--- config.mk ---
export PLATFORM = sky130hd
export DESIGN_NAME = count_multi_tick_flat
export DESIGN_NICKNAME = d
export VERILOG_FILES = /design/src/rtl/count_multi_tick_if.sv /design/src/rtl/count_multi_tick.sv /design/src/flat_wrapper.sv
export SDC_FILE = /design/constraint.sdc
export NUM_CORES = 1
export LEC_CHECK = 0
export CAP_MARGIN = 10
export CORE_ASPECT_RATIO = 1.5
export CORE_MARGIN = 5
export CORE_UTILIZATION = 55
export DETAILED_ROUTE_END_ITERATION = 8
export GPL_TIMING_DRIVEN = 1
export PLACE_DENSITY = 0.78
export SKIP_LAST_GASP = 1
export SLEW_MARGIN = 25
export SYNTH_ARGS = -nofsm -noshare
export SYNTH_HDL_FRONTEND = slang
export SYNTH_SLANG_ARGS = --single-unit
--- constraint.sdc ---
create_clock -name clock -period 3.6 [get_ports clock]
set_input_delay 0.54 -clock clock [delete_from_list [all_inputs] [get_ports clock]]
set_output_delay 0.54 -clock clock [all_outputs]
set_load 0.02 [all_outputs]
--- src/rtl/count_multi_tick_if.sv ---
`default_nettype none
// +----------------------------------------------------------------------------+
// | Module   : count_multi_tick_if                                             |
// | Purpose  : Control/status bundle for the multi-channel tick generator.     |
// |            o_tick_cnt exists only when COUNT_TICK_CNT_EN is defined.       |
// | Revision : 1.0 - initial release                                           |
// +----------------------------------------------------------------------------+
interface count_multi_tick_if #(
  parameter int N_CH    = 4,
  parameter int NB_SEL  = 2,
  parameter int NB_TCNT = 8
);
  logic [N_CH-1:0]        i_enable;
  logic [N_CH*NB_SEL-1:0] i_sel;
  logic [N_CH-1:0]        i_mode;
  logic                   i_sync;
  logic [N_CH-1:0]        o_tick;
  logic [N_CH-1:0]        o_busy;

  if (NB_TCNT < 1) begin : g_bad_tcnt
    $error("count_multi_tick_if: NB_TCNT must be at least 1");
  end

`ifdef COUNT_TICK_CNT_EN
  logic [N_CH*NB_TCNT-1:0] o_tick_cnt;

  modport master (
    output i_enable, i_sel, i_mode, i_sync,
    input  o_tick, o_busy, o_tick_cnt
  );

  modport slave (
    input  i_enable, i_sel, i_mode, i_sync,
    output o_tick, o_busy, o_tick_cnt
  );
`else
  modport master (
    output i_enable, i_sel, i_mode, i_sync,
    input  o_tick, o_busy
  );

  modport slave (
    input  i_enable, i_sel, i_mode, i_sync,
    output o_tick, o_busy
  );
`endif
endinterface
`default_nettype wire

--- src/rtl/count_multi_tick.sv ---
`default_nettype none
// +----------------------------------------------------------------------------+
// | Module   : count_multi_tick                                                |
// | Purpose  : N_CH independent power-of-two tick generators, periodic or      |
// |            one-shot. Define COUNT_TICK_CNT_EN for per-channel tick counts. |
// | Revision : 1.0 - initial release                                           |
// +----------------------------------------------------------------------------+
module count_multi_tick #(
  parameter int N_CH       = 4,
  parameter int NB_COUNTER = 32,
  parameter int NB_SEL     = 2,
  parameter int BASE_SHIFT = 21,
  parameter int NB_TCNT    = 8
) (
  input wire                clock,
  input wire                i_reset,
  count_multi_tick_if.slave bus
);

  typedef enum logic [1:0] {
    S_IDLE = 2'd0,
    S_RUN  = 2'd1,
    S_DONE = 2'd2
  } state_t;

  localparam logic [NB_COUNTER-1:0] c_ONE = NB_COUNTER'(1);

  if (BASE_SHIFT >= NB_COUNTER || BASE_SHIFT < (1 << NB_SEL) || NB_TCNT < 1) begin : g_cfg_check
    $error("count_multi_tick: illegal parameter combination");
  end

  logic [N_CH-1:0] w_tick;
  logic [N_CH-1:0] w_busy;
`ifdef COUNT_TICK_CNT_EN
  logic [N_CH*NB_TCNT-1:0] w_tick_cnt;
`endif

  for (genvar c = 0; c < N_CH; c++) begin : g_ch
    state_t                  state_q;
    logic [NB_COUNTER-1:0]   cnt_q;
    logic [NB_SEL-1:0]       sel_q;
    logic                    mode_q;
    logic                    tick_q;
    logic                    busy_q;
    logic                    en_d;
    logic [NB_SEL-1:0]       sel_d;
    logic                    mode_d;
    logic [NB_COUNTER-1:0]   last_d;
    logic                    wrap_d;
`ifdef COUNT_TICK_CNT_EN
    logic [NB_TCNT-1:0]      tcnt_q;
`endif

    assign en_d   = bus.i_enable[c];
    assign sel_d  = bus.i_sel[c*NB_SEL +: NB_SEL];
    assign mode_d = bus.i_mode[c];
    // Terminal count P-1 for the latched selector, P = 2**(BASE_SHIFT-sel).
    assign last_d = (c_ONE << (BASE_SHIFT - int'(sel_q))) - c_ONE;
    assign wrap_d = (state_q == S_RUN) && en_d && (cnt_q == last_d);

    always_ff @(posedge clock or negedge i_reset) begin
      if (!i_reset) begin
        state_q <= S_IDLE;
        cnt_q   <= '0;
        sel_q   <= '0;
        mode_q  <= 1'b0;
        tick_q  <= 1'b0;
        busy_q  <= 1'b0;
`ifdef COUNT_TICK_CNT_EN
        tcnt_q  <= '0;
`endif
      end else begin
        tick_q <= 1'b0;
        if (bus.i_sync) begin
          // Restart overrides a coincident tick and any pause.
          cnt_q  <= '0;
          sel_q  <= sel_d;
          mode_q <= mode_d;
`ifdef COUNT_TICK_CNT_EN
          tcnt_q <= '0;
`endif
          if (state_q == S_RUN || en_d) begin
            state_q <= S_RUN;
            busy_q  <= 1'b1;
          end else begin
            state_q <= S_IDLE;
            busy_q  <= 1'b0;
          end
        end else begin
          case (state_q)
            S_IDLE: begin
              cnt_q <= '0;
              if (en_d) begin
                state_q <= S_RUN;
                busy_q  <= 1'b1;
                sel_q   <= sel_d;
                mode_q  <= mode_d;
              end
            end
            S_RUN: begin
              if (wrap_d) begin
                tick_q <= 1'b1;
                cnt_q  <= '0;
`ifdef COUNT_TICK_CNT_EN
                tcnt_q <= tcnt_q + NB_TCNT'(1);
`endif
                if (mode_q) begin
                  state_q <= S_DONE;
                  busy_q  <= 1'b0;
                end else begin
                  sel_q  <= sel_d;
                  mode_q <= mode_d;
                end
              end else if (en_d) begin
                cnt_q <= cnt_q + c_ONE;
              end
            end
            S_DONE: begin
              cnt_q <= '0;
              if (!en_d) begin
                state_q <= S_IDLE;
              end
            end
            default: begin
              state_q <= S_IDLE;
              cnt_q   <= '0;
              busy_q  <= 1'b0;
            end
          endcase
        end
      end
    end

    assign w_tick[c] = tick_q;
    assign w_busy[c] = busy_q;
`ifdef COUNT_TICK_CNT_EN
    assign w_tick_cnt[c*NB_TCNT +: NB_TCNT] = tcnt_q;
`endif
  end

  assign bus.o_tick = w_tick;
  assign bus.o_busy = w_busy;
`ifdef COUNT_TICK_CNT_EN
  assign bus.o_tick_cnt = w_tick_cnt;
`endif

endmodule
`default_nettype wire

--- src/flat_wrapper.sv ---
// flat-port wrapper written by rule: the top's interface ports become plain ports
module count_multi_tick_flat 
#(
  parameter int N_CH       = 4,
  parameter int NB_COUNTER = 32,
  parameter int NB_SEL     = 2,
  parameter int BASE_SHIFT = 21,
  parameter int NB_TCNT    = 8
)
  (clock, i_reset, bus_i_enable, bus_i_sel, bus_i_mode, bus_i_sync, bus_o_tick, bus_o_busy);
  count_multi_tick_if #(.N_CH(N_CH), .NB_SEL(NB_SEL), .NB_TCNT(NB_TCNT)) bus_i ();
  input wire clock;
  input wire i_reset;
  input wire logic [$bits(bus_i.i_enable)-1:0] bus_i_enable;
  input wire logic [$bits(bus_i.i_sel)-1:0] bus_i_sel;
  input wire logic [$bits(bus_i.i_mode)-1:0] bus_i_mode;
  input wire logic [$bits(bus_i.i_sync)-1:0] bus_i_sync;
  output wire logic [$bits(bus_i.o_tick)-1:0] bus_o_tick;
  output wire logic [$bits(bus_i.o_busy)-1:0] bus_o_busy;
  assign bus_i.i_enable = bus_i_enable;
  assign bus_i.i_sel = bus_i_sel;
  assign bus_i.i_mode = bus_i_mode;
  assign bus_i.i_sync = bus_i_sync;
  assign bus_o_tick = bus_i.o_tick;
  assign bus_o_busy = bus_i.o_busy;
  count_multi_tick #(.N_CH(N_CH), .NB_COUNTER(NB_COUNTER), .NB_SEL(NB_SEL), .BASE_SHIFT(BASE_SHIFT), .NB_TCNT(NB_TCNT)) u_core (.clock(clock), .i_reset(i_reset), .bus(bus_i));
endmodule
* After elaboration in Yosys (flattened, before gate mapping)
Cells that the tools add are included.
** Word-level totals
- Flip-flop bits (word level) :: 156
- Input port bits :: 19
** Cells by class
- Add/subtract/negate cells :: 12
- Eq/ne operators :: 40
- Shift-type cells :: 4
- Mux-type cells :: 120
- Reductions and logical operators :: 36
** Operators by type and width (count)
- $mux 32 :: 16
- $add 32x1->32 const B :: 4
- $eq 32x32->1 :: 4
- $shl 1x32->32 const A :: 4
- $sub 32x1->32 const B :: 4
- $mux 2 :: 36
- $mux 1 :: 52
- $reduce_and 4->1 :: 12
- $ne 3x3->1 const B :: 12
- $ne 3x2->1 const B :: 8
- $pmux 2 s3 :: 4
- $sub 5x2->6 const A :: 4
- $ne 4x3->1 const B :: 4
- $pmux 2 s2 :: 4
- $pmux 1 s3 :: 4
- $reduce_and 3->1 :: 4
- $reduce_bool 3->1 :: 4
- $eq 2x1->1 const B :: 4
- $eq 2x2->1 const B :: 4
- $logic_and 1x1->1 :: 8
- $logic_not 2->1 :: 4
- $ne 2x2->1 const B :: 4
- $pmux 1 s2 :: 4
- $logic_or 1x1->1 :: 4

* Logic depth before layout (Yosys ltp)
Gate-level depths: netlist of run 1.
- Depth after elaboration :: 8
- Depth in mapped cells :: 9
- Gate-level depth less buffers :: 7

* Worst setup path before layout of run 1
No wires, ideal clock.
- Path type :: register to register
- Start point :: register u_core.g_ch[1].cnt_q[27]
- End point :: register u_core.g_ch[1].sel_q[0]
- Setup time :: 0.125 ns
- Arrival :: 2.410 ns
- Data required time :: 3.475 ns
- Path slack :: 1.065 ns
- Cell stages (with the launch flop) :: 7
- Path buffers :: 0
- Clock period less this slack :: 2.535 ns
- Path through :: dfrtp_1 or4_1 or4_1 or4_4 o21ai_2 nand2_2 mux2_4
** On the way
- Word-level cells in the longest chain between the ends :: 4
** Ends and longest elaborated chain
- start, declared :: line count_multi_tick.sv:40 : logic [NB_COUNTER-1:0] cnt_q;
- start signal, assigned :: line count_multi_tick.sv:115 : cnt_q <= cnt_q + c_ONE;
- $eq 32x32->1 :: line count_multi_tick.sv:59 : assign wrap_d = (state_q == S_RUN) && en_d && (cnt_q == last_d);
- $logic_and 1x1->1 :: line count_multi_tick.sv:59
- $ne 3x2->1 (no source line)
- $reduce_and 4->1 (no source line)
- end signal, assigned :: line count_multi_tick.sv:77 : sel_q <= sel_d;
- end signal, assigned :: line count_multi_tick.sv:96 : sel_q <= sel_d;
- end signal, assigned :: line count_multi_tick.sv:111 : sel_q <= sel_d;
- end, declared :: line count_multi_tick.sv:41 : logic [NB_SEL-1:0] sel_q;
Every way passes these cells.
A chain may end at the register's enable or synchronous reset.

* Worst setup path after layout of run 1
- Start point :: register u_core.g_ch[1].cnt_q[27]
- End point :: register u_core.g_ch[1].cnt_q[27]
** On the way
- Word-level cells in the longest chain between the ends :: 5
- Elaborated cells between the ends (all ways) :: 8
- Those cells by class :: add/sub: 1; eq/ne: 2; mux: 4; reduce/logical: 1
** Ends and longest elaborated chain
- $add 32x1->32 or $eq 32x32->1 (tied branches) :: line count_multi_tick.sv:115, count_multi_tick.sv:59
- $mux 32 or $logic_and 1x1->1 (tied branches) :: line count_multi_tick.sv:114, count_multi_tick.sv:59
- $mux 32 :: line count_multi_tick.sv:101 : if (wrap_d) begin
- $mux 32 :: line count_multi_tick.sv:90 : case (state_q)
- $mux 32 :: line count_multi_tick.sv:74 : if (bus.i_sync) begin
Parallel ways exist; a longest one is shown, timed or not. The select of a mux whose other input is x is not followed.

==> results of run 1 <==
layout by cell type, fill, tap and decap left out, types with 25 or more instances in the layout:
| master | Yosys | final |
|---|---|---|
| a21oi_1 | 39 | 39 |
| nor2_1 | 150 | 150 |
| nand2_1 | 77 | 77 |
| and3_1 | 28 | 28 |
| dfrtp_1 | 156 | 156 |
| nand3_1 | 45 | 45 |
| clkdlybuf4s50_1 | 0 | 25 |
| xor2_1 | 71 | 71 |
| xnor2_1 | 34 | 34 |
| nand4_1 | 49 | 49 |
path summary, 6_finish.rpt:
| kind | start | end |
|---|---|---|
| worst max register to register | u_core.g_ch[1].cnt_q[27]$_DFFE_PN0P_ | u_core.g_ch[1].cnt_q[27]$_DFFE_PN0P_ |
| worst min register to register | u_core.g_ch[1].cnt_q[27]$_DFFE_PN0P_ | u_core.g_ch[1].cnt_q[27]$_DFFE_PN0P_ |
| max in group asynchronous | i_reset | u_core.g_ch[3].cnt_q[8]$_DFFE_PN0P_ |
| min in group clock | u_core.g_ch[1].cnt_q[27]$_DFFE_PN0P_ | u_core.g_ch[1].cnt_q[27]$_DFFE_PN0P_ |
| worst min-delay path | i_reset | u_core.g_ch[0].cnt_q[28]$_DFFE_PN0P_ |
| worst max-delay path | u_core.g_ch[1].cnt_q[27]$_DFFE_PN0P_ | u_core.g_ch[1].cnt_q[27]$_DFFE_PN0P_ |
registers in the layout (all words and copies together) (netlist names):
name / cells
u_core.g_ch.state_q: 8
u_core.g_ch.mode_q: 4
u_core.g_ch.tick_q: 4
u_core.g_ch.busy_q: 4
u_core.g_ch.cnt_q: 128
u_core.g_ch.sel_q: 8
through the flow:
stage | instances | utilization (%) | hold WS (ns) | total power [mW] | setup slack (ns)
6_report | 1117 | 63.4 | 0.0812 | 4.22 | 0.713
4_1_cts | 1117 | 63.4 | 0.109 | 4.24 | 0.699
2_1_floorplan | 891 | - | 0.244 | 2.17 | 1.06
5_1_grt | 1117 | 63.4 | 0.121 | 4.38 | 0.550
3_5_place_dp | 1085 | 59.1 | 0.498 | 2.31 | 0.473
3_3_place_gp | 1085 | 59.1 | 0.497 | 2.31 | 0.623
kinds of logic (layout without fill, tap and decap cells):
logic type | count (synthesis) | count (layout) | synth area share [%]
flops | 156 | 156 | 47.6
xor+xnor | 105 | 105 | 11.2
compound gates | 97 | 97 | 7.25
mux | 8 | 8 | 1.19
simple gates | 465 | 465 | 29.0
fa+ha+maj | 4 | 4 | 0.610
buf+inv | 56 | 86 | 3.13
layout make-up:
type                       count  area (um2)  share of cell area (%)
multi-input combinational    679        4040                    43.7
sequential                   156        3900                    42.2
clock buffer                  20         437                    4.72
timing repair buffer          40         379                    4.10
tap                          196         245                    2.65
clock inverter                12         195                    2.11
inverter                      14        52.6                   0.568
power breakdown:
group / switching, mW / total, mW / internal (mW)
Sequential: 0.0682 / 1.88 / 1.81
Clock: 0.705 / 1.93 / 1.23
Combinational: 0.244 / 0.407 / 0.163
metal layers:
| metal | up-vias | wire length (um) | GRT usage, % |
|---|---|---|---|
| met5 | - | 0 | 0 |
| met3 | 32 | 592 | 3.73 |
| met1 | 3154 | 7290 | 27.1 |
| met2 | 138 | 9010 | 35.9 |
| li1 | 3167 | - | - |
| met4 | 0 | 385 | 8.17 |
critical path: cells and delay by family (launching register included):
kind / cells / cell delay [ns]
DFF: 1 / 0.41
AOI/OAI and AO/OA: 1 / 0.10
buffers and inverters: 1 / 0.31
and+or+nand+nor: 4 / 1.94
==> summary.md, run 1 <==
| Metric | Value |
|---|---|
| Die ar. | 17500 um2 |
| Synth Flop Type | dfrtp_1 |
| Top post-synthesis cells by area | dfrtp_1, xor2_1, nor2_1 |
| Sequential share of the synthesized area | 47.6% |
| LEAKAGE | 3.81 nW |
| Hold Crit Class | in2async |
| GRT Overall Usage | 21.4% |
| Critical Path Fanout Max | 20 |
| Vias per cell | 5.81 |
| Fillers | ~1200 |
| # diodes | 0 |
| Worst setup EP type | flop |
| Final hold violation count | 0 |
| Num rows | 54 |
| Synth area leader | dfrtp_1 |
| Post-synth EDFFs | 0 |
| Setup TNS | 0 ns |
| Largest net degree at the start of global routing | 75 |
| Die width | around 110 um |
| Most used cell, CP | or4_1 |
| Pre-Repair DR Iteration Count | 4 |
| Post-synthesis net count | 914 |
| Worst VDD drop | about 0.00028 V |
| Post-route ant nets | 0 |
| Fmax | approximately 350 MHz |
| RD Place Congestion | 0.850 |
| Share of flip-flops with an asynchronous set or reset | 100% |
| Tightest Pin Transition | 0.881 ns |
| Post-synth top cells | dfrtp_1, nor2_1, nand2_1, xor2_1, nand4_1 |
| CP max stage delay | 0.58 ns |
| DRC violations left | 0 |
| #FFs+latches synth | 156 |
| CTS-repair resized insts | 0 |
| Vias | 6491 |
| Initial Util | 56.2% |
| DP HPWL | 11900 um |
| Clk_lat worst skew | approximately 0.42 ns |
| Most numerous cell in the Yosys netlist | dfrtp_1 |
| Worst-path cell chain | or4_1 > or4_1 > or4_4 > nand2_1 > buf_4 > o31ai_1 |
| Die Y | about 160 um |
| Placeable Area | 14600 um2 |
| CTS tree | done |
| Hold-fix buffer count after cts | 0 |
| Clock tree sinks | 156 |
| Post-synthesis cell count | 891 |
| Avg Inst Size Synth | 9.20 um2 |
| Initial antenna violation count | 0 |
| CTS H-tree lvls | 4 |
| Nets | 931 |
| Yosys warnings | 0 |
| Post-CTS Setup Inserts | 0 |
| Critical path required time | 3.89 ns |
| Crit path kind | reg2reg |
| Vias in the first global route | 6617 |
| Clk root buf | clkbuf_16 |
| Library cells used by synthesis | 58 |
| PortBufs | 26 |
| Layout cell share with drive strength beyond 1 | 7.60% |
| Cts bufs inserted | 17 |
| Max cap viols | 0 |
| Worst Setup Start Kind | flop |
| Arrival time worst endpoint | 3.17 ns |
| GRT overflow | 0 |
| Clock Path Buffers | 2 |
| RSZ-0062 raised after global routing | no |
| Routed WL per cell | 15.5 um |
| Slowest CP cell | or4_4 |
| Number of setup violations in the final report | 0 |
| Clk slew on worst S/H paths | 0.06 ns |
| Initial DRC Count | between 400 and 500 |
| Pwr per Cell Area | between 400 and 500 nW/um2 |
| P&R area growth vs syn | 12.8% |
| Tcrit/Tclk final | 80.2% |
| Final wirelength | 17300 um |
| Worst-case clock skew | approximately 0.0076 ns |
| Post-Syn Area | slightly above 8000 um2 |
| Final Instance Area | 9250 um2 |
| DP Area | 8620 um2 |
| Rel. slew slack | approximately 41% |
| Run status | complete, no violations |
| First-pass GRT wire length | 30600 um |
| Area fraction of the dominant cell type after synthesis | 47.6% |
| Pins over their slew limit | 0 |
| Worst R2R Path Depth | 6 |
| Internal reg-to-reg setup slack | 0.71 ns |
| Minimum clock period | 2.89 ns |
| I/O pins | 27 |
Note: power is estimated with default switching activity, not from simulation.
==> inputs of run 2 (changes only) <==
==> constraint.sdc (replaced) <==
create_clock -name clock -period 3 [get_ports clock]
set_input_delay 0.45 -clock clock [delete_from_list [all_inputs] [get_ports clock]]
set_output_delay 0.45 -clock clock [all_outputs]
set_load 0.02 [all_outputs]
==> summary.md, run 2 (synthesized netlist as in run 1, its figures left out) <==
| Metric | Value |
|---|---|
| Worst R2R Path Depth | 6 (unchanged) |
| Rel. slew slack | 55.5% (was 40.7%) |
| Clk pwr share | 43.2% (was 45.8%) |
| Final wirelength | 17500 um (was 17300 um) |
| Vias per cell | 5.81 (about the same) |
| Routed WL per cell | 15.6 um (was 15.5 um) |
| Arrival time worst endpoint | 3.03 ns (was 3.17 ns) |
| Minimum clock period | 2.72 ns (was 2.89 ns) |
| Slowest CP cell | or4_4 (unchanged) |
| Highest metal layer with signal wires | met4 (unchanged) |
| R2r endpoint | u_core.g_ch[1].cnt_q[22]$_DFFE_PN0P_ (was u_core.g_ch[1].cnt_q[27]$_DFFE_PN0P_) |
| Most used cell, CP | or4_1 (unchanged) |
| Clk slew on worst S/H paths | 0.06 ns (about the same) |
| Metal3 WL | 500 um (was 592 um) |
| Die Y | 160 um (unchanged) |
| Initial Util | 56.2% (unchanged) |
| Num rows | 54 (unchanged) |
| Seq. cell area | 3900 um2 (unchanged) |
| DRC violations left | 0 (unchanged) |
| Cell Int Power | 3.63 mW (was 3.20 mW) |
| Die ar. | 17500 um2 (unchanged) |
| GRT overflow | 0 (unchanged) |
| Pwr per Cell Area | 523 nW/um2 (was 456 nW/um2) |
| CTS H-tree lvls | 4 (unchanged) |
| Tightest Pin Transition | 0.662 ns (was 0.881 ns) |
| Die width | 110 um (unchanged) |
| Vias | 6523 (was 6491) |
| Post-CTS Setup Inserts | 0 (unchanged) |
| RSZ-0062 raised after global routing | no (unchanged) |
| Largest net degree at the start of global routing | 71 (was 75) |
| PortBufs | 26 (unchanged) |
| Hold Crit Class | in2async (unchanged) |
| I/O pins | 27 (unchanged) |
| Hold-fix buffer count after cts | 0 (unchanged) |
| CTS tree | done (unchanged) |
| RD Place Congestion | 0.882 (was 0.850) |
| Worst VDD drop | 0.000371 V (was 0.000282 V) |
| Commonest non-fill, non-tap cell in the layout | dfrtp_1 (unchanged) |
| Run status | complete, no violations (unchanged) |
| GRT Overall Usage | 21.2% (was 21.4%) |
| Initial antenna violation count | 0 (unchanged) |
| Reg power frac | 46.4% (was 44.5%) |
| Clock Path Buffers | 2 (unchanged) |
| Worst Setup Start Kind | flop (unchanged) |
| Number of setup violations in the final report | 0 (unchanged) |
| LEAKAGE | 3.85 nW (was 3.81 nW) |
| Pre-Repair DR Iteration Count | 5 (was 4) |
| P&R area growth vs syn | 13.3% (was 12.8%) |
| Combinational share of power | 10.4% (was 9.7%) |
| Fillers | 1225 (was 1239) |
| Clk root buf | clkbuf_16 (unchanged) |
| CTS-repair resized insts | 0 (unchanged) |
| Worst-path cell chain | or4_1 > or4_1 > or4_4 > nand2_1 > buf_4 > nor2_1 (was or4_1 > or4_1 > or4_4 > nand2_1 > buf_4 > o31ai_1) |
| Tcrit/Tclk final | 90.7% (was 80.2%) |
| Vias in the first global route | 6567 (was 6617) |
| Multi-input gate area | 4040 um2 (unchanged) |
| Worst setup margin | 0.279 ns (was 0.713 ns) |
| Layout cell share with drive strength beyond 1 | 8.41% (was 7.60%) |
| Worst setup EP type | flop (unchanged) |
| Nets | 938 (was 931) |
| Clk_lat worst skew | 0.42 ns (about the same) |
| Max cap viols | 0 (unchanged) |
| CP max stage delay | 0.56 ns (was 0.58 ns) |
| Met1 wire length | 7470 um (was 7290 um) |
| Initial DRC Count | 327 (was 420) |
| Worst path top cell family by delay | simple AND/OR/NAND/NOR gates (unchanged) |
| Metal2 WL | 9250 um (was 9010 um) |
| Cts bufs inserted | 17 (unchanged) |
| Commonest cells after routing, fill and taps aside | dfrtp_1, nor2_1, nand2_1 (unchanged) |
| Reg with most FFs | u_core.g_ch.cnt_q (unchanged) |
| Sw power | 1.23 mW (was 1.02 mW) |
| Crit path buf inv count | 1 (unchanged) |
| Placeable Area | 14600 um2 (unchanged) |
| Overall Power | 4.86 mW (was 4.22 mW) |
| Post-Place Setup Slack | 0.225 ns (was 0.473 ns) |
| DP HPWL | 12200 um (was 11900 um) |
| Final hold violation count | 0 (unchanged) |
| Worst-case clock skew | 0.0107 ns (was 0.00757 ns) |
| Crit path kind | reg2reg (unchanged) |
| Critical Path Fanout Max | 9 (was 20) |
| Number of flip-flops under the largest register name | 128 (unchanged) |
| Pins over their slew limit | 0 (unchanged) |
| Internal reg-to-reg setup slack | 0.28 ns (was 0.71 ns) |
| Critical path required time | 3.30 ns (was 3.89 ns) |
| Clock tree sinks | 156 (unchanged) |
| # diodes | 0 (unchanged) |
| R2R Path Start | u_core.g_ch[1].cnt_q[27]$_DFFE_PN0P_ (unchanged) |
| Post-route ant nets | 0 (unchanged) |
| Setup TNS | 0 ns (unchanged) |
| Biggest regs | u_core.g_ch.cnt_q (128), u_core.g_ch.sel_q (8), u_core.g_ch.state_q (8) (unchanged) |
| First-pass GRT wire length | 30400 um (was 30600 um) |
| Fmax | 367 MHz (was 346 MHz) |
| Net Sw Frac | 25.3% (was 24.1%) |
==> run 2: layout make-up <==
| type | instances | area share (%) |
|---|---|---|
| multi-input cells | 679 | 43.5 |
| clock inverters | 8 | 0.876 |
| flip-flops and latches | 156 | 42.0 |
| inverters | 14 | 0.566 |
| clock buffers | 23 | 5.36 |
| well taps | 196 | 2.64 |
| repair buffers | 47 | 5.05 |
==> run 2: layer usage <==
metal  track usage, %  up-vias
met5                0        -
met4             7.03        0
met3             3.85       23
met2             36.7      112
met1             26.4     3204
li1                 -     3184
==> run 2: power by group through the flow <==
stage | logic (mW) | clock network (mW) | registers, mW
after floorplan | 0.335 | 0 | 2.27
after global placement | 0.492 | 0 | 2.29
after detailed placement | 0.503 | 0 | 2.29
after CTS | 0.512 | 2.13 | 2.25
after global routing | 0.569 | 2.22 | 2.26
final | 0.503 | 2.10 | 2.26
==> run 2: per-stage QoR <==
| step | utilization (%) | instance area, um2 | cells | hold WS, ns |
|---|---|---|---|---|
| floorplan | - | 8200 | 891 | 0.154 |
| global placement | 59.7 | 8710 | 1092 | 0.501 |
| detailed placement | 59.7 | 8710 | 1092 | 0.499 |
| CTS | 63.6 | 9290 | 1123 | 0.0641 |
| global route | 63.6 | 9290 | 1123 | 0.0860 |
| finish | 63.6 | 9290 | 1123 | 0.0280 |
==> run 2: how the worst max path moves through the flow <==
stage / end / cells after the start / start
4_1_cts: u_core.g_ch[1].cnt_q[21]$_DFFE_PN0P_ / 6 / u_core.g_ch[1].cnt_q[27]$_DFFE_PN0P_
2_1_floorplan: u_core.g_ch[1].sel_q[0]$_DFFE_PN0P_ / 6 / u_core.g_ch[1].cnt_q[27]$_DFFE_PN0P_
5_1_grt: u_core.g_ch[1].cnt_q[24]$_DFFE_PN0P_ / 6 / u_core.g_ch[1].cnt_q[27]$_DFFE_PN0P_
3_5_place_dp: u_core.g_ch[2].cnt_q[11]$_DFFE_PN0P_ / 8 / bus_i_sync
3_3_place_gp: u_core.g_ch[2].cnt_q[11]$_DFFE_PN0P_ / 8 / bus_i_sync
6_report: u_core.g_ch[1].cnt_q[22]$_DFFE_PN0P_ / 6 / u_core.g_ch[1].cnt_q[27]$_DFFE_PN0P_
==> inputs of run 3 (changes only) <==
--- a/config.mk
+++ b/config.mk
@@ -11,7 +11,7 @@
 export CORE_UTILIZATION = 55
 export DETAILED_ROUTE_END_ITERATION = 8
 export GPL_TIMING_DRIVEN = 1
-export PLACE_DENSITY = 0.78
+export PLACE_DENSITY = 0.83
 export SKIP_LAST_GASP = 1
 export SLEW_MARGIN = 25
 export SYNTH_ARGS = -nofsm -noshare
==> summary.md, run 3 (synthesized netlist as in run 1, its figures left out) <==
| Metric | Value |
|---|---|
| Run status | complete, no violations (unchanged) |
| Worst setup EP type | flop (unchanged) |
| Combinational share of power | 10.6% (was 10.4%) |
| Fillers | 1214 (was 1225) |
| Tightest Pin Transition | 0.635 ns (was 0.662 ns) |
| GRT overflow | 0 (unchanged) |
| Worst setup path startpoint | u_core.g_ch[1].cnt_q[27]$_DFFE_PN0P_ (unchanged) |
| Post-CTS Setup Inserts | 0 (unchanged) |
| Biggest regs | u_core.g_ch.cnt_q (128), u_core.g_ch.sel_q (8), u_core.g_ch.state_q (8) (unchanged) |
| I/O pins | 27 (unchanged) |
| Initial DRC Count | 533 (was 327) |
| Worst VDD drop | 0.000341 V (was 0.000371 V) |
| Clock tree sinks | 156 (unchanged) |
| Worst-path cell chain | or4_1 > or4_1 > or4_4 > o21ai_2 > nand2_2 > mux2_4 (was or4_1 > or4_1 > or4_4 > nand2_1 > buf_4 > nor2_1) |
| Num rows | 54 (unchanged) |
| GRT Overall Usage | 21.8% (was 21.2%) |
| Rel. slew slack | 57.3% (was 55.5%) |
| Clk slew on worst S/H paths | 0.06 ns (about the same) |
| Final core occ | 63.4% (was 63.6%) |
| Post-Place Setup Slack | 0.204 ns (was 0.225 ns) |
| Final wirelength | 17900 um (was 17500 um) |
| CP max stage delay | 0.56 ns (about the same) |
| Post-route ant nets | 0 (unchanged) |
| Met1 Track Usage GR | 26.2% (was 26.4%) |
| Most used cell, CP | or4_1 (unchanged) |
| Commonest cells after routing, fill and taps aside | dfrtp_1, nor2_1, nand2_1 (unchanged) |
| WHS Endpoint | u_core.g_ch[1].cnt_q[27]$_DFFE_PN0P_ |
| Met3 GRT Util | 5.40% (was 3.85%) |
| Vias in the first global route | 6693 (was 6567) |
| Reg with most FFs | u_core.g_ch.cnt_q (unchanged) |
| CTS-repair resized insts | 0 (unchanged) |
| Tcrit/Tclk final | 88.8% (was 90.7%) |
| Hold Crit Class | reg2reg (was in2async) |
| Fmax | 375 MHz (was 367 MHz) |
| Worst Setup Start Kind | flop (unchanged) |
| Critical path required time | 3.31 ns (was 3.30 ns) |
| Max cap viols | 0 (unchanged) |
| # diodes | 0 (unchanged) |
| Net Sw Frac | 26.0% (was 25.3%) |
| Nets | 939 (was 938) |
| CTS H-tree lvls | 4 (unchanged) |
| Pins over their slew limit | 0 (unchanged) |
| First-pass GRT wire length | 30800 um (was 30400 um) |
| Sw power | 1.24 mW (was 1.23 mW) |
| RSZ-0062 raised after global routing | no (unchanged) |
| Number of flip-flops under the largest register name | 128 (unchanged) |
| Clk root buf | clkbuf_16 (unchanged) |
| DRC violations left | 0 (unchanged) |
| Critical Path Fanout Max | 4 (was 9) |
| Worst-case clock skew | 0.00964 ns (was 0.0107 ns) |
| Setup TNS | 0 ns (unchanged) |
| Min-delay src | u_core.g_ch[1].cnt_q[27]$_DFFE_PN0P_ |
| DP HPWL | 12300 um (was 12200 um) |
| Commonest non-fill, non-tap cell in the layout | dfrtp_1 (unchanged) |
| LEAKAGE | 3.82 nW (was 3.85 nW) |
| Initial antenna violation count | 0 (unchanged) |
| Pwr per Cell Area | 515 nW/um2 (was 523 nW/um2) |
| Vias | 6681 (was 6523) |
| Initial Util | 56.2% (unchanged) |
| Seq. cell area | 3900 um2 (unchanged) |
| PortBufs | 26 (unchanged) |
| Number of setup violations in the final report | 0 (unchanged) |
| Die Y | 160 um (unchanged) |
| Pre-Repair DR Iteration Count | 5 (unchanged) |
| Cell Int Power | 3.53 mW (was 3.63 mW) |
| Worst setup margin | 0.336 ns (was 0.279 ns) |
| Clock Path Buffers | 2 (unchanged) |
| Clk pwr share | 42.1% (was 43.2%) |
| Routed WL per cell | 16.0 um (was 15.6 um) |
| Placeable Area | 14600 um2 (unchanged) |
| GRT busiest layer | met2 (unchanged) |
| Fin Hold WS | 0.524 ns (was 0.0280 ns) |
| Crit path kind | reg2reg (unchanged) |
| Slowest CP cell | or4_4 (unchanged) |
| Layout cell share with drive strength beyond 1 | 8.20% (was 8.41%) |
| R2r endpoint | u_core.g_ch[1].sel_q[0]$_DFFE_PN0P_ (was u_core.g_ch[1].cnt_q[22]$_DFFE_PN0P_) |
| Worst R2R Path Depth | 6 (unchanged) |
| CTS tree | done (unchanged) |
| R2R Path Start | u_core.g_ch[1].cnt_q[27]$_DFFE_PN0P_ (unchanged) |
| Met2 usage | 37.0% (was 36.7%) |
| Minimum clock period | 2.66 ns (was 2.72 ns) |
| Largest net degree at the start of global routing | 72 (was 71) |
| Reg power frac | 47.4% (was 46.4%) |
| Cts bufs inserted | 17 (unchanged) |
| Internal reg-to-reg setup slack | 0.34 ns (was 0.28 ns) |
| Arrival time worst endpoint | 2.97 ns (was 3.03 ns) |
| Final hold violation count | 0 (unchanged) |
| Worst Hold Depth | 1 |
| Die width | 110 um (unchanged) |
| P&R area growth vs syn | 12.8% (was 13.3%) |
| Die ar. | 17500 um2 (unchanged) |
| Multi-input gate area | 4040 um2 (unchanged) |
| RD Place Congestion | 0.877 (was 0.882) |
| Vias per cell | 5.95 (was 5.81) |
| Clk_lat worst skew | 0.43 ns (was 0.42 ns) |
-- run 3: cell types whose count changed in the layout (fill, tap and decap cells not counted), sizes merged --
| cell | previous run | this run |
|---|---|---|
| clkbuf | 23 | 20 |
| clkinv | 4 | 6 |
| clkinvlp | 2 | 3 |
| dlygate4sd3 | 0 | 1 |
| inv | 15 | 14 |
-- run 3: area by class of cell --
cell class              count  share of cell area (%)
repair buffers             48                    5.05
clock inverters            10                    1.01
inverters                  14                   0.568
well taps                 196                    2.65
clock buffers              20                    4.83
flip-flops and latches    156                    42.2
multi-input cells         679                    43.7
-- run 3: critical path, delay by kind of cell, from the launching register on --
family             cells  cell delay, ns
AOI/OAI and AO/OA      1            0.14
muxes                  1            0.32
DFF                    1            0.41
and+or+nand+nor        4            1.68
-- run 3: through the flow --
step	area [um2]	instances	power, mW
2_1_floorplan	8200	891	2.60
3_5_place_dp	8700	1092	2.79
4_1_cts	9250	1123	4.79
6_report	9250	1123	4.76
5_1_grt	9250	1123	4.94
3_3_place_gp	8700	1092	2.78
-- run 3: what timing repair did --
item | 4_1_cts | 5_1_grt
hold buffers | 1 | 0
hold endpoints to repair | 4 | 0
setup endpoints to repair | 0 | 0
-- run 3: worst max path at each step --
| stage | end | slack, ns | depth (start not counted) |
|---|---|---|---|
| finish | u_core.g_ch[1].sel_q[0]$_DFFE_PN0P_ | 0.34 | 6 |
| global route | u_core.g_ch[1].sel_q[0]$_DFFE_PN0P_ | 0.24 | 6 |
| CTS | u_core.g_ch[1].sel_q[0]$_DFFE_PN0P_ | 0.34 | 6 |
| detailed placement | u_core.g_ch[2].mode_q$_DFFE_PN0P_ | 0.20 | 8 |
| global placement | u_core.g_ch[2].mode_q$_DFFE_PN0P_ | 0.21 | 8 |
| floorplan | u_core.g_ch[1].sel_q[0]$_DFFE_PN0P_ | 0.46 | 6 |
-- run 3: per-layer routing --
metal | up-vias | part of all wire (%)
met2 | 172 | 52
li1 | 3178 | -
met5 | - | 0
met3 | 42 | 4.4
met4 | 0 | 2.3
met1 | 3289 | 42
-- run 3: power by group through the flow --
stage	sequential [mW]	clock (mW)	combinational [mW]
after floorplan	2.27	0	0.335
after global placement	2.29	0	0.492
after detailed placement	2.29	0	0.500
after CTS	2.26	2.03	0.507
after global routing	2.27	2.12	0.559
final	2.26	2.00	0.504
